File: src/rtl/fetch_seq.sv
`default_nettype none
// ============================================================================
// Module   : fetch_seq
// Purpose  : Instruction fetch sequencer. It drives the ROM address, registers
//            the returned word for decode, and runs a single-level hardware loop.
// Revision : 1.0 - initial release
// ============================================================================
module fetch_seq #(
  parameter int A      = 8,
  parameter int W_INST = 32,
  parameter int CNT_W  = 8
) (
  input  logic              clk_i,
  input  logic              rst_i,
  output logic [A-1:0]      addr_o,
  input  logic [W_INST-1:0] rom_data_i,
  output logic [W_INST-1:0] inst_o,
  output logic [A-1:0]      inst_pc_o,
  output logic              valid_o,
  input  logic              ready_i,
  input  logic              jmp_i,
  input  logic [A-1:0]      jmp_addr_i,
  input  logic              loop_set_i,
  input  logic [A-1:0]      loop_start_i,
  input  logic [A-1:0]      loop_end_i,
  input  logic [CNT_W-1:0]  loop_cnt_i,
  input  logic              halt_i,
  input  logic              resume_i,
  output logic              halted_o,
  output logic              loop_active_o
);

  localparam logic [A-1:0]     C_PC_ONE  = A'(1);
  localparam logic [CNT_W-1:0] C_CNT_ONE = CNT_W'(1);

  typedef enum logic [0:0] {
    ST_RUN  = 1'b0,
    ST_HALT = 1'b1
  } state_t;

  state_t              r_state;
  state_t              w_state_nxt;
  logic [A-1:0]        r_pc;
  logic [W_INST-1:0]   r_inst;
  logic [A-1:0]        r_inst_pc;
  logic                r_valid;
  logic                r_loop_active;
  logic [A-1:0]        r_loop_start;
  logic [A-1:0]        r_loop_end;
  logic [CNT_W-1:0]    r_loop_cnt;

  logic                w_run;
  logic                w_jmp;
  logic                w_adv;
  logic                w_at_end;
  logic                w_wrap;
  logic [A-1:0]        w_next_pc;

  assign w_run     = (r_state == ST_RUN);
  assign w_jmp     = w_run && jmp_i;
  // Halt request blocks the fetch in the same cycle it arrives.
  assign w_adv     = w_run && !jmp_i && !halt_i && (!r_valid || ready_i);
  assign w_at_end  = r_loop_active && (r_pc == r_loop_end);
  assign w_wrap    = w_at_end && (r_loop_cnt != '0);
  assign w_next_pc = w_wrap ? r_loop_start : (r_pc + C_PC_ONE);

  always_comb begin
    w_state_nxt = r_state;
    case (r_state)
      ST_RUN:  if (halt_i && !jmp_i)    w_state_nxt = ST_HALT;
      ST_HALT: if (resume_i && !halt_i) w_state_nxt = ST_RUN;
      default: w_state_nxt = ST_RUN;
    endcase
  end

  always_ff @(posedge clk_i) begin
    if (rst_i) begin
      r_state       <= ST_RUN;
      r_pc          <= '0;
      r_inst        <= '0;
      r_inst_pc     <= '0;
      r_valid       <= 1'b0;
      r_loop_active <= 1'b0;
      r_loop_start  <= '0;
      r_loop_end    <= '0;
      r_loop_cnt    <= '0;
    end else begin
      r_state <= w_state_nxt;
      if (w_jmp) begin
        r_pc    <= jmp_addr_i;
        r_valid <= 1'b0;
      end else if (w_adv) begin
        r_inst    <= rom_data_i;
        r_inst_pc <= r_pc;
        r_valid   <= 1'b1;
        r_pc      <= w_next_pc;
        if (w_at_end) begin
          if (w_wrap) r_loop_cnt    <= r_loop_cnt - C_CNT_ONE;
          else        r_loop_active <= 1'b0;
        end
      end else if (r_valid && ready_i) begin
        r_valid <= 1'b0;
      end
      // Arming is last so a new loop overrides any bookkeeping above.
      if (loop_set_i) begin
        r_loop_active <= 1'b1;
        r_loop_start  <= loop_start_i;
        r_loop_end    <= loop_end_i;
        r_loop_cnt    <= loop_cnt_i;
      end
    end
  end

  assign addr_o        = r_pc;
  assign inst_o        = r_inst;
  assign inst_pc_o     = r_inst_pc;
  assign valid_o       = r_valid;
  assign halted_o      = (r_state == ST_HALT);
  assign loop_active_o = r_loop_active;

endmodule
`default_nettype wire

File: config.mk
export PLATFORM = sky130hd
export DESIGN_NAME = fetch_seq
export DESIGN_NICKNAME = d
export VERILOG_FILES = /design/src/rtl/fetch_seq.sv
export SDC_FILE = /design/constraint.sdc
export NUM_CORES = 1
export LEC_CHECK = 0
export ABC_AREA = 0
export CORE_MARGIN = 2
export CORE_UTILIZATION = 44
export CTS_CLUSTER_SIZE = 8
export DETAILED_ROUTE_END_ITERATION = 8
export HOLD_SLACK_MARGIN = 0.05
export MAX_ROUTING_LAYER = met4
export PLACE_DENSITY = 0.79
export SETUP_SLACK_MARGIN = 0.4
export SYNTH_ARGS = -nofsm -noshare
export SYNTH_HDL_FRONTEND = slang
export SYNTH_SLANG_ARGS = --single-unit
File: constraint.sdc
create_clock -name clk_i -period 2.5 [get_ports clk_i]
set_clock_uncertainty 0.05 [all_clocks]
set_input_delay 0.375 -clock clk_i [delete_from_list [all_inputs] [get_ports clk_i]]
set_output_delay 0.375 -clock clk_i [all_outputs]
set_load 0.005 [all_outputs]
=== Word-level counts from Yosys, hierarchy flattened ===
Cells that the tools add are included.

* $add $sub $neg: 2
* Equal/unequal tests: 3
* Muxes and demuxes: 18
* Bitwise operators: 2
* Reductions and logical operators: 23

{| class="wikitable"
|+ Operator list
! kind !! count
|-
| two-way mux 8 bit || 8
|-
| nonzero test 2 bit || 5
|-
| logical AND 1 bit || 9
|-
| two-way mux 1 bit || 9
|-
| adder 8 x 1 -> 8 bit (second input constant) || 1
|-
| equality test 8 bit || 1
|-
| AND reduction 4 bit || 2
|-
| nonzero test 8 bit || 1
|-
| subtractor 8 x 1 -> 8 bit (second input constant) || 1
|-
| inequality test 2 bit (second input constant) || 2
|-
| logical NOT 1 bit || 3
|-
| NOT 1 bit || 2
|-
| case mux 1 bit (2 select lines) || 1
|-
| AND reduction 2 bit || 1
|-
| OR reduction 2 bit || 1
|-
| logical OR 1 bit || 1
|}

* Flip-flop bits (word level): 75
* Output and inout port bits: 51
* Word-level logic and storage cells: 57

=== Longest topological paths before layout ===
* Depth after elaboration: 8
* Gate-level depth with buffers: 8
* Mapped depth without buffers: 6

=== Least setup slack after synthesis ===
No wires, ideal clock.

* Path type: flip-flop to flip-flop
* From: register r_loop_cnt[2]
* To: register r_pc[4], in the netlist addr_o[4]
* Data arrival time: 2.001 ns
* Required time: 2.371 ns
* Path slack: 0.370 ns
* Stages on the path, launching flop included: 7
* Buffers on the path: 1
* Cells stage by stage: dfxtp_1 > or4_4 > nor4b_4 > nor4_1 > buf_6 > or4_1 > o211ai_1

* Cells in the longest elaborated chain, start to end: 5

{| class="wikitable"
|+ Ends and longest elaborated chain
! what !! line !! RTL
|-
| start: declaration || 50 || <nowiki>logic [CNT_W-1:0] r_loop_cnt;</nowiki>
|-
| start signal: assignment || 98 || <nowiki>if (w_wrap) r_loop_cnt <= r_loop_cnt - C_CNT_ONE;</nowiki>
|-
| start signal: assignment || 109 || <nowiki>r_loop_cnt <= loop_cnt_i;</nowiki>
|-
| nonzero test 8 bit || 64 || <nowiki>assign w_wrap = w_at_end && (r_loop_cnt != '0);</nowiki>
|-
| logical AND 1 bit || 64 ||
|-
| two-way mux 8 bit || 65 || <nowiki>assign w_next_pc = w_wrap ? r_loop_start : (r_pc + C_PC_ONE);</nowiki>
|-
| two-way mux 8 bit || 92 || <nowiki>end else if (w_adv) begin</nowiki>
|-
| two-way mux 8 bit || 89 || <nowiki>if (w_jmp) begin</nowiki>
|-
| end signal: assignment || 90 || <nowiki>r_pc <= jmp_addr_i;</nowiki>
|-
| end signal: assignment || 96 || <nowiki>r_pc <= w_next_pc;</nowiki>
|-
| end: declaration || 43 || <nowiki>logic [A-1:0] r_pc;</nowiki>
|}

Every way passes these cells. The select of a mux whose other input is x is not followed.
A chain may end at the register's enable or synchronous reset.

=== Worst setup path in the final report ===
* From: register r_loop_cnt[3]
* To: register r_loop_cnt[2]

* Cells in the longest elaborated chain, start to end: 4

{| class="wikitable"
|+ Ends and longest elaborated chain
! what !! line
|-
| nonzero test 8 bit || 64
|-
| logical AND 1 bit || 64
|-
| nonzero test 2 bit (no line) || n/a
|-
| AND reduction 4 bit (no line) || n/a
|}

Every way passes these cells.

==> results.md <==
Run status:
- The run finished with clean final reports.

Timing:
- The clock period minus final worst setup slack is 2170 ps.
- Headroom to the max-slew limit came out at 66.7%.
- The transition time at the pin with the least slew margin is 498 ps.
- The count of endpoints failing hold in the final timing report is 0.
- The final critical path takes up 86.8% of the cycle.
- On the final layout, the worst hold slack is 407 ps.
- Setup repair after global routing could not meet its margin everywhere.
- The final max-slew violation count is 0.
- Setup violations remaining at the end of the flow were counted as 0.
- The peak clock frequency supported by timing is 461 MHz.
- In the post-route analysis, the smallest setup slack over all paths is 329 ps.

Global routing:
- The pin count of the biggest net entering global routing is 72.
- The via count of the first global-routing pass was 3215.
- The wire length of the first global-routing pass is 14900 um.
- The global route total overflow is 0.
- Global routing used 22.9% of the available tracks across all layers.
- The initial antenna violation count is 0.

Clocking:
- The clock tree synthesis step divided the H-tree into 3 levels.
- The clock-pin slew reported for the worst setup and hold paths after clock tree synthesis is 80 ps.
- Buffers inserted during clock tree synthesis total 9.
- TritonCTS built the clock tree.
- The clock passes through at most 2 buffers.
- The clock drives 75 sinks.
- The clock insertion delay at the later pin of the skew report is 340 ps.
- The clock root buffer is sky130_fd_sc_hd__clkbuf_8.

Worst setup path:
- Among cell families on the critical path, the largest total delay comes from simple AND/OR/NAND/NOR gates.
- The setup path with the least slack is of type reg2reg.
- The critical path arrival is 2400 ps.
- The count of buffering cells on the critical path with inverters included is 3.
- Traced cell by cell, the critical path runs through or4_4 > nor4b_4 > buf_4 > nor3_1 > buf_4 > buf_6 > a31o_4 > a31oi_1.
- The standard cell with the maximum stage delay on the critical path is sky130_fd_sc_hd__or4_4.
- In this design, the stage delay of the slowest critical-path cell is 560 ps.
- The maximum fanout along the worst path is 4.
- The critical path capture point type is a flip-flop.
- The data required time of the worst path is 2730 ps.
- The cell that appears most often on the critical path is sky130_fd_sc_hd__buf_4.
- The critical path launch point type is a flip-flop.

Detailed routing:
- After the first detailed-routing iteration, the DRC count stood at 207.
- For this block, the routed nets add up to 9310 um of wire.
- The routed layout has 3303 vias.
- In the routed design, unresolved DRC markers number 0.
- Using the TritonRoute via totals, the vias-per-cell ratio works out to 5.19.
- In the final routed layout, each cell accounts on average for 14.6 um.
- The remaining antenna violation count is 0.
- The number of search-and-repair iterations in the first detailed-routing pass is 4.

Synth:
- The mean cell area of the mapped netlist is 8.16 sq um.
- Sequential elements use 45.5% of the synthesized area.
- The commonest cells after synthesis are sky130_fd_sc_hd__nand2_1 (88), sky130_fd_sc_hd__dfxtp_1 (75), sky130_fd_sc_hd__a21oi_1 (55), sky130_fd_sc_hd__nor2_1 (31), sky130_fd_sc_hd__clkbuf_1 (25).
- In this run, synthesis produced a sequential element count of 75.
- The number of enable flip-flop cells after synthesis is 0.
- After technology mapping, the gate count stands at 404.
- The count of distinct cell types in the synthesized netlist is 39.
- The Yosys warning count is 0.
- The area share of the leading cell type in the synthesized netlist is 45.5%.
- The most used flip-flop cell after synthesis is sky130_fd_sc_hd__dfxtp_1.
- By area the synthesized netlist is led by sky130_fd_sc_hd__dfxtp_1 (46%), sky130_fd_sc_hd__nand2_1 (10%), sky130_fd_sc_hd__a21oi_1 (8.3%), sky130_fd_sc_hd__mux2i_1 (4.9%), sky130_fd_sc_hd__nor2_1 (3.5%).
- The fraction of synthesis flops using an asynchronous set or reset pin is 0%.
- The cell type contributing the most total cell area after synthesis is sky130_fd_sc_hd__dfxtp_1.
- The cell area that synthesis handed to floorplanning was 3300 sq um.
- The total nets after synthesis is 478.
- The cell with the most instances after synthesis is sky130_fd_sc_hd__nand2_1.

Floorplan:
- The floorplan has 31 rows.
- The number of placed I/O pins is 122.
- The initial core utilization is 45.5%.
- The horizontal extent of the die is 90.6 um.
- The core region is 7250 sq um.
- The floorplan step set the die height to 90.6 um.
- The overall die area is 8200 sq um.

Final layout:
- Compared with the post-synthesis result, the final layout area differs by 51.1%.
- The final antenna diode count is 0.
- The share of post-route cells with drive strength above 1 is 10.8%.
- The net count of the finished layout is 606.

Pwr:
- Power spread over the standard cell area amounts to 557 nW/um^2.
- Summed over all cells, the static leakage comes to 1.84 nW.
- The worst voltage drop across the vdd grid is 0.407 mV.
- The overall power of the completed layout is 2.77 mW.

Hold path:
- In this run the worst hold path is classified as reg2reg.

Job:
- The number of max-capacitance violations reported is 0.

Placement:
- The post-place setup slack is -42.6 ps.
- At the end of routability-driven placement, the weighted congestion stood at 0.863.
- Detailed placement finished with a half-perimeter wire length of 6670 um.
- Input and output buffers added on the ports amount to 121.
tightest hold or removal path, cell delays in order (launching register included):
cell and delay (ps):
sky130_fd_sc_hd__dfxtp_1 310, sky130_fd_sc_hd__nand2_1 50, sky130_fd_sc_hd__a21oi_1 50
final timing paths:
path                                    from                    endpoint  slack, ps  cells past startpoint
setup / recovery  r_loop_cnt[3]$_SDFFE_PP0P_  r_loop_cnt[2]$_SDFFE_PP0P_        330                      8
hold / removal       inst_o[10]$_SDFFE_PP0P_     inst_o[10]$_SDFFE_PP0P_        410                      2
setup reg to reg  r_loop_cnt[3]$_SDFFE_PP0P_  r_loop_cnt[2]$_SDFFE_PP0P_        330                      8
hold reg to reg      inst_o[10]$_SDFFE_PP0P_     inst_o[10]$_SDFFE_PP0P_        410                      2
per-stage QoR:
| step | instances | TNS [ps] | util [%] | instance area [sq um] |
|---|---|---|---|---|
| 3_3_place_gp | 613 | 0 | 64.6 | 4690 |
| 5_1_grt | 636 | 0 | 68.7 | 4980 |
| 6_report | 636 | 0 | 68.7 | 4980 |
| 4_1_cts | 635 | 0 | 68.2 | 4940 |
| 3_5_place_dp | 613 | -177 | 64.6 | 4690 |
| 2_1_floorplan | 404 | 0 | - | 3300 |
kinds of logic after synthesis:
group	after synthesis	share of synthesized area, %
AND/OR/NAND/NOR	176	25.5
XOR/XNOR	14	3.72
buffers and inverters	37	4.44
flip-flops	75	45.5
AO/OA/AOI/OAI	83	14.8
multiplexers	16	4.86
adder cells (fa/ha/maj)	3	1.14
registers in the layout, indices dropped and copies added, names as in the netlist:
| signal | count |
|---|---|
| inst_o | 32 |
| addr_o | 8 |
| inst_pc_o | 8 |
| r_loop_cnt | 8 |
| r_loop_end | 8 |
| r_loop_start | 8 |
| halted_o | 1 |
| loop_active_o | 1 |
| valid_o | 1 |
area by class of cell:
cell class,instances,area [sq um]
flip-flops and latches,75,1510
fillers,583,2270
clock buffers,10,128
well taps,99,124
clock inverters,6,65.1
inverters,8,30.0
multi-input cells,292,1700
repair buffers,146,1430
per-layer routing:
metal | up-vias | global-route usage (%) | share of wire, %
met2 | 106 | 37.4 | 49
met3 | 12 | 4.01 | 5.9
met1 | 1536 | 28.4 | 43
met5 | - | - | 0
li1 | 1649 | - | -
met4 | 0 | 8.85 | 1.9
power by group:
part	switching, mW	total, mW	internal, mW
Clock	0.464	0.928	0.463
Sequential	0.0544	1.31	1.26
Combinational	0.230	0.531	0.302
Total	0.748	2.77	2.03
cell usage in the layout (no fill, tap or decap), types with 4 or more instances in the layout:
| cell type | instances |
|---|---|
| sky130_fd_sc_hd__clkdlybuf4s50_1 | 120 |
| sky130_fd_sc_hd__nand2_1 | 88 |
| sky130_fd_sc_hd__dfxtp_1 | 73 |
| sky130_fd_sc_hd__a21oi_1 | 54 |
| sky130_fd_sc_hd__nor2_1 | 31 |
| sky130_fd_sc_hd__buf_4 | 20 |
| sky130_fd_sc_hd__mux2i_1 | 16 |
| sky130_fd_sc_hd__xnor2_1 | 12 |
| sky130_fd_sc_hd__clkbuf_8 | 9 |
| sky130_fd_sc_hd__inv_1 | 8 |
| sky130_fd_sc_hd__nand3_1 | 8 |
| sky130_fd_sc_hd__and3_1 | 8 |
| sky130_fd_sc_hd__nand4b_1 | 8 |
| sky130_fd_sc_hd__o211ai_1 | 7 |
| sky130_fd_sc_hd__or4_4 | 5 |
| sky130_fd_sc_hd__o21ai_0 | 5 |
| sky130_fd_sc_hd__nand4_1 | 4 |
| sky130_fd_sc_hd__nor3_1 | 4 |
| sky130_fd_sc_hd__nor4_1 | 4 |
| sky130_fd_sc_hd__or4_1 | 4 |
repair_timing:
action | CTS | global route
endpoints found under the setup margin | 11 | 14
pin swaps | 17 | 4
hold buffers | 0 | 0
resized for setup | 5 | 7
buffers inserted | 6 | 1
Note: power is estimated with default switching activity, not from simulation.
